===== config.mk =====
export PLATFORM = sky130hd
export DESIGN_NAME = latch_rr_arbiter
export DESIGN_NICKNAME = d
export VERILOG_FILES = /design/src/rtl/latch_rr_arbiter.sv
export SDC_FILE = /design/constraint.sdc
export NUM_CORES = 1
export LEC_CHECK = 0
export ABC_AREA = 1
export CAP_MARGIN = 40
export CORE_MARGIN = 4
export CORE_UTILIZATION = 57
export CTS_CLUSTER_SIZE = 40
export DETAILED_ROUTE_END_ITERATION = 16
export PLACE_DENSITY = 0.85
export SETUP_SLACK_MARGIN = 0.02
export SYNTH_ARGS = -nofsm -noshare
export SYNTH_HDL_FRONTEND = slang
export SYNTH_SLANG_ARGS = --single-unit

===== constraint.sdc =====
create_clock -name clk -period 3.4 [get_ports clk]
set_input_delay 0.68 -clock clk [delete_from_list [all_inputs] [get_ports clk]]
set_output_delay 0.68 -clock clk [all_outputs]
set_load 0.02 [all_outputs]

===== src/rtl/latch_rr_arbiter.sv =====
// Round-robin arbiter that shares one registered bit q among N requesters.
// The owner's data bit loads q each granted cycle; owners are preempted after MAX_HOLD cycles under contention.
module latch_rr_arbiter #(
  parameter int N        = 4,
  parameter int MAX_HOLD = 4
) (
  input  logic                 clk,
  input  logic                 reset,
  input  logic [N-1:0]         req,
  input  logic [N-1:0]         data,
  output logic [N-1:0]         gnt,
  output logic [$clog2(N)-1:0] owner,
  output logic                 busy,
  output logic                 q
);

  localparam int W  = $clog2(N);
  localparam int CW = $clog2(MAX_HOLD + 1);
  localparam logic [CW-1:0] HOLD_LAST = CW'(MAX_HOLD - 1);

  typedef enum logic {IDLE, GRANT} state_t;

  typedef struct packed {
    logic         found;
    logic [W-1:0] idx;
  } pick_t;

  state_t        state;
  logic [CW-1:0] cnt;
  logic [W-1:0]  last;
  logic [N-1:0]  others;
  pick_t         pick_any;
  pick_t         pick_other;

  // First set bit of v scanning ptr+1, ptr+2, ... mod N; descending loop lets the nearest win.
  function automatic pick_t rr_pick(input logic [N-1:0] v, input logic [W-1:0] ptr);
    pick_t p;
    int    j;
    p = '0;
    for (int i = N; i >= 1; i--) begin
      j = (int'(ptr) + i) % N;
      if (v[W'(j)]) begin
        p.found = 1'b1;
        p.idx   = W'(j);
      end
    end
    return p;
  endfunction

  function automatic logic [N-1:0] onehot(input logic [W-1:0] idx);
    return N'(1) << idx;
  endfunction

  // NOTE: every always_comb output gets a full default before any partial update, so no latch is inferred.
  always_comb begin
    others        = req;
    others[owner] = 1'b0;
    pick_any      = rr_pick(req, last);
    pick_other    = rr_pick(others, last);
  end

  // NOTE: clocked state uses non-blocking assignments only, so every register sees pre-edge values.
  always_ff @(posedge clk) begin
    if (!reset) begin
      state <= IDLE;
      gnt   <= '0;
      owner <= '0;
      busy  <= 1'b0;
      q     <= 1'b0;
      cnt   <= '0;
      last  <= W'(N - 1);
    end else begin
      case (state)
        IDLE: begin
          if (pick_any.found) begin
            state <= GRANT;
            gnt   <= onehot(pick_any.idx);
            owner <= pick_any.idx;
            busy  <= 1'b1;
            last  <= pick_any.idx;
            cnt   <= '0;
          end
        end
        GRANT: begin
          if (!req[owner]) begin
            // Release wins over hold expiry and never loads q.
            if (pick_other.found) begin
              gnt   <= onehot(pick_other.idx);
              owner <= pick_other.idx;
              last  <= pick_other.idx;
              cnt   <= '0;
            end else begin
              state <= IDLE;
              gnt   <= '0;
              busy  <= 1'b0;
              cnt   <= '0;
            end
          end else if (cnt == HOLD_LAST && pick_other.found) begin
            q     <= data[owner];
            gnt   <= onehot(pick_other.idx);
            owner <= pick_other.idx;
            last  <= pick_other.idx;
            cnt   <= '0;
          end else begin
            q <= data[owner];
            if (cnt != HOLD_LAST) cnt <= cnt + 1'b1;
          end
        end
        default: state <= IDLE;
      endcase
    end
  end

endmodule


Yosys cells after proc, flatten, opt, wreduce, memory -nomap -nowiden
Index checks and enable logic that the tools add are counted.

operators by class
  $mul = 0
  multiplexer cells = 61
  divide/modulo/power cells = 0
  equality and inequality tests = 8
  $lt $le $gt $ge = 6
  $add $sub $neg = 5
  reduce and logical (&&, ||, !) cells = 7
  shift operators = 2
  bitwise operators = 3

operators with widths
  cell                 count
  $mux 3               12
  $mux 1               25
  $bmux 1 s2           10
  $lt 2x4->1 const B   4
  $mux 4               4
  $mux 2               4
  $pmux 4 s2           1
  $shl 1x2->4 const A  2
  $ne 2x2->1 const B   3
  $ne 3x2->1 const B   2
  $pmux 3 s2           1
  $reduce_and 2->1     3
  $reduce_and 3->1     2
  $add 2x1->2 const B  2
  $add 2x2->2 const B  2
  $and 4x4->4          1
  $ne 4x2->1 const B   1
  $not 4->4            1
  $pmux 1 s2           2
  $pmux 2 s2           1
  $add 3x1->3 const B  1
  $eq 3x2->1 const B   1
  $lt 2x3->1 const B   1
  $ne 3x1->1 const B   1
  other kinds (4)      5

word-level totals
  register bits = 14
  output and inout port bits = 8
  memories kept = 0
  latch bits = 0
  memory bits (writable) = 0
  memory bits (read-only) = 0
  logic and storage cells = 99
  input bits = 10

Depth between registers and ports, before layout
  depth after elaboration = 17
  mapped depth = 14

Least setup slack after synthesis
No wires, ideal clock.

  path type = in2reg
  from = input port req[1]
  to = register owner[0]
  buffers on the path = 0
  setup slack = 1.664 ns
  setup time = 0.070 ns
  stages = 12
  arrival = 1.666 ns
  path through = inv_1 > o21ai_1 > nand2_1 > nand2_1 > nand2_2 > nand2_2 > nand2_1 > nand3_1 > nand2_1 > inv_1 > nand2_1 > a21oi_1

on the way
  word-level cells in the longest chain between the ends = 11
  elaborated cells between the ends (all ways) = 45
  classes of those cells = eq/ne: 3; mux: 39; bitwise: 1; reduce/logical: 2

ends and longest elaborated chain
  element                                         line  source
  from (decl)                                     9     input logic [N-1:0] req,
  $and 4x4->4 (no line)                           -
  $bmux 1 s2                                      42    if (v[W'(j)]) begin
  $mux 1 (not written as such) (2 in a row)       42
  $mux 3 (4 in a row)                             42
  $mux 2, or another cell as far along            87    if (pick_other.found) begin
  $mux 2 or $ne 3x2->1 (tied branches)            -
  $pmux 2 s2 or $reduce_and 3->1 (tied branches)  -
  to (signal assigned)                            78    owner <= pick_any.idx;
  to (signal assigned)                            89    owner <= pick_other.idx;
  to (signal assigned)                            101   owner <= pick_other.idx;
  to (decl)                                       12    output logic [$clog2(N)-1:0] owner,

Parallel ways exist; a longest one is shown, timed or not. The select of a mux whose other input is x is not followed.
A chain may end at the register's enable or synchronous reset.

Final worst setup path
Same ends and word-level chain as after synthesis.

==> summary.md <==
| Metric | Value |
|---|---|
| Mapped Nets | `204` |
| CP Class | `in2reg` |
| PortBufs | `17` |
| Number of synthesized flops with an enable pin | `0` |
| PwrDens | `961 mW/mm2` |
| Synth cell types | `26` |
| First-pass GRT wire length | `4.99 mm` |
| Initial antenna violation count | `0` |
| Yosys top cell by area | `dfxtp_1` |
| Finished Layout Cells | `239` |
| Nets | `224` |
| Row cnt | `16` |
| Dpl hpwl | `2.30 mm` |
| Mean Syn Cell Area | `6.03 um2` |
| Resize count post-CTS | `0` |
| Tcrit/Tclk final | `0.665` |
| Main synth FF type | `dfxtp_1` |
| Final instance area | `0.00139 mm2` |
| Dpl cells | `235` |
| Post-synthesis sequential area ratio | `0.241` |
| Setup violations, final | `0` |
| Top-count cell post-synth | `nand2_1` |
| Final antenna-violating net count | `0` |
| RePlAce Congestion | `0.916` |
| Routed length per instance | `12.0 um` |
| Worst-Margin Slew | `0.580 ns` |
| Root Driver | `clkbuf_4` |
| Final Skew | `0.00319 ns` |
| CP top delay family | `buffers and inverters` |
| CP peak stage delay | `0.51 ns` |
| Post-synth top area share | `0.241` |
| Largest net degree at the start of global routing | `17` |
| Setup Fix Bufs, Post-CTS | `0` |
| CTS tree | `done` |
| Crit start category | `input port` |
| Async SR Flop Fraction | `0` |
| CP Data Arrival Time | `2.48 ns` |
| Max-slew violation count | `0` |
| TritonRoute pass-1 iters | `4` |
| Total negative setup slack | `0 ns` |
| Total GRT Usage | `0.239` |
| CTS sink count | `14` |
| Peak VDD IR | `0.000756 V` |
| Most used cell, CP | `nand2_1` |
| WP buf/inv | `4` |
| Vias per cell | `5.45` |
| Cell Area, Synth | `0.00116 mm2` |
| Max frequency | `442 MHz` |
| Htree depth | `1` |
| Top Ports | `18` |
| Remaining global-route overflow | `0` |
| Min Clock Period, post-route | `2.26 ns` |
| Critical path's slowest cell | `clkdlybuf4s50_1` |
| Final Hold Vio Count | `0` |
| RSZ-0062 raised after global routing | `false` |
| Iteration-0 DRC count of the detailed router | `30` |
| Number of CTS-inserted buffers | `3` |
| Final Power | `1.34 mW` |
| Crit path max fanout | `3` |
| Vias | `1302` |
| Clock Path Buffers | `2` |
| Die area | `0.00283 mm2` |
| Outcome | `finished clean` |
| Die Y-Extent | `53.2 um` |
| Syn-to-layout area delta | `19.4%` |
| Warnings, synthesis | `0` |
| Worst Path Required | `3.61 ns` |
| Hold Path Class | `reg2reg` |
| Die Span X | `53.2 um` |
| CP cell instances | `clkdlybuf4s50_1 > inv_1 > o21ai_1 > nand2_1 > nand2_1 > inv_2 > nand2_2 > nand2_1 > nand3_1 > nand2_1 > inv_1 > nand2_1 > a21oi_1` |
| Synth Register Bits | `14` |
| Area contributors post-synth | `dfxtp_1, nand2_1, nand3_1` |
| Worst rel slew slack | `0.612` |
| Layout cell share with drive strength beyond 1 | `0.146` |
| Core area | `0.00194 mm2` |
| Clk pin slew, worst setup/hold paths | `0.08 ns` |
| Routed WL | `2.87 mm` |
| Top post-synthesis cells by count | `nand2_1, nand3_1, inv_1, nor2_1, dfxtp_1` |
| P_leak | `0.699 nW` |
| # hold bufs at CTS | `0` |
| Syn Inst Count | `193` |
| Placed Area | `0.00135 mm2` |
| Starting density of the core | `0.599` |
| Max cap viols | `0` |
| Clock Latency Late Sink | `0.28 ns` |
| DRC viols | `0` |
| Ant diodes | `0` |
| CP Capture Type | `flop` |
| Vias in the first global route | `1246` |
==> sequential cells by signal (all words and copies together) (netlist names) <==
register,flops
busy,1
cnt,3
gnt,4
last,2
owner,2
q,1
state,1
==> final timing paths <==
kind | endpoint | slack [ns] | startpoint | cells past startpoint
setup / recovery | owner[0] | 1.14 | req[1] | 13
hold / removal | cnt[1] | 0.48 | cnt[1] | 2
setup reg to reg | gnt[1] | 1.27 | last[0] | 11
hold reg to reg | cnt[1] | 0.48 | cnt[1] | 2
==> stage by stage <==
stage / util / setup slack [ns] / hold slack [ns]
finish: 0.715 / 1.14 / 0.476
CTS: 0.715 / 1.12 / 0.481
floorplan: - / 1.66 / 0.447
global placement: 0.697 / 0.910 / 0.457
global route: 0.715 / 0.936 / 0.499
detailed placement: 0.697 / 0.838 / 0.469
==> layout by cell type (no fill, tap or decap), types with 3 or more instances in the layout <==
cell type        synthesis  layout
nand2_1                 64      64
clkbuf_4                 0       3
clkdlybuf4s50_1          0      17
nand3_1                 24      24
inv_1                   17      17
nand2_2                  8       8
nand4_1                  3       3
nor2_4                   4       4
inv_2                    7       7
dfxtp_1                 14      14
o21ai_1                  6       6
a21oi_1                 13      13
nor2_1                  15      15
==> cell type report <==
cell class	instances	area, um2
clock buffer	4	36.3
fill	177	553
inverter	24	90.1
multi-input combinational	153	778
sequential	14	280
tap	27	33.8
timing repair buffer	17	170
==> tightest hold or removal path: cells and delay by family, from the launching register on <==
kind / cells / cell delay [ns]
AOI/OAI and AO/OA: 1 / 0.05
and+or+nand+nor: 1 / 0.06
DFF: 1 / 0.32
==> routing by layer <==
metal,part of all wire,wire length (um),vias up,global-route usage
met4,0.014,40,0,0.111
met3,0.038,109,7,0.0338
li1,-,-,661,-
met2,0.50,1440,33,0.405
met5,0,0,-,0
met1,0.45,1280,601,0.295
==> power by group <==
part	switching (mW)	leakage [nW]	internal, mW
Clock	0.0559	0.0210	0.0652
Sequential	0.0734	0.116	0.217
Combinational	0.599	0.562	0.325
==> kinds of logic after synthesis <==
family          after synthesis  share of synthesized area
fa+ha+maj                     1                     0.0108
compound gates               26                      0.124
simple gates                126                      0.534
flops                        14                      0.241
buf+inv                      26                     0.0903
Note: power is estimated with default switching activity, not from simulation.
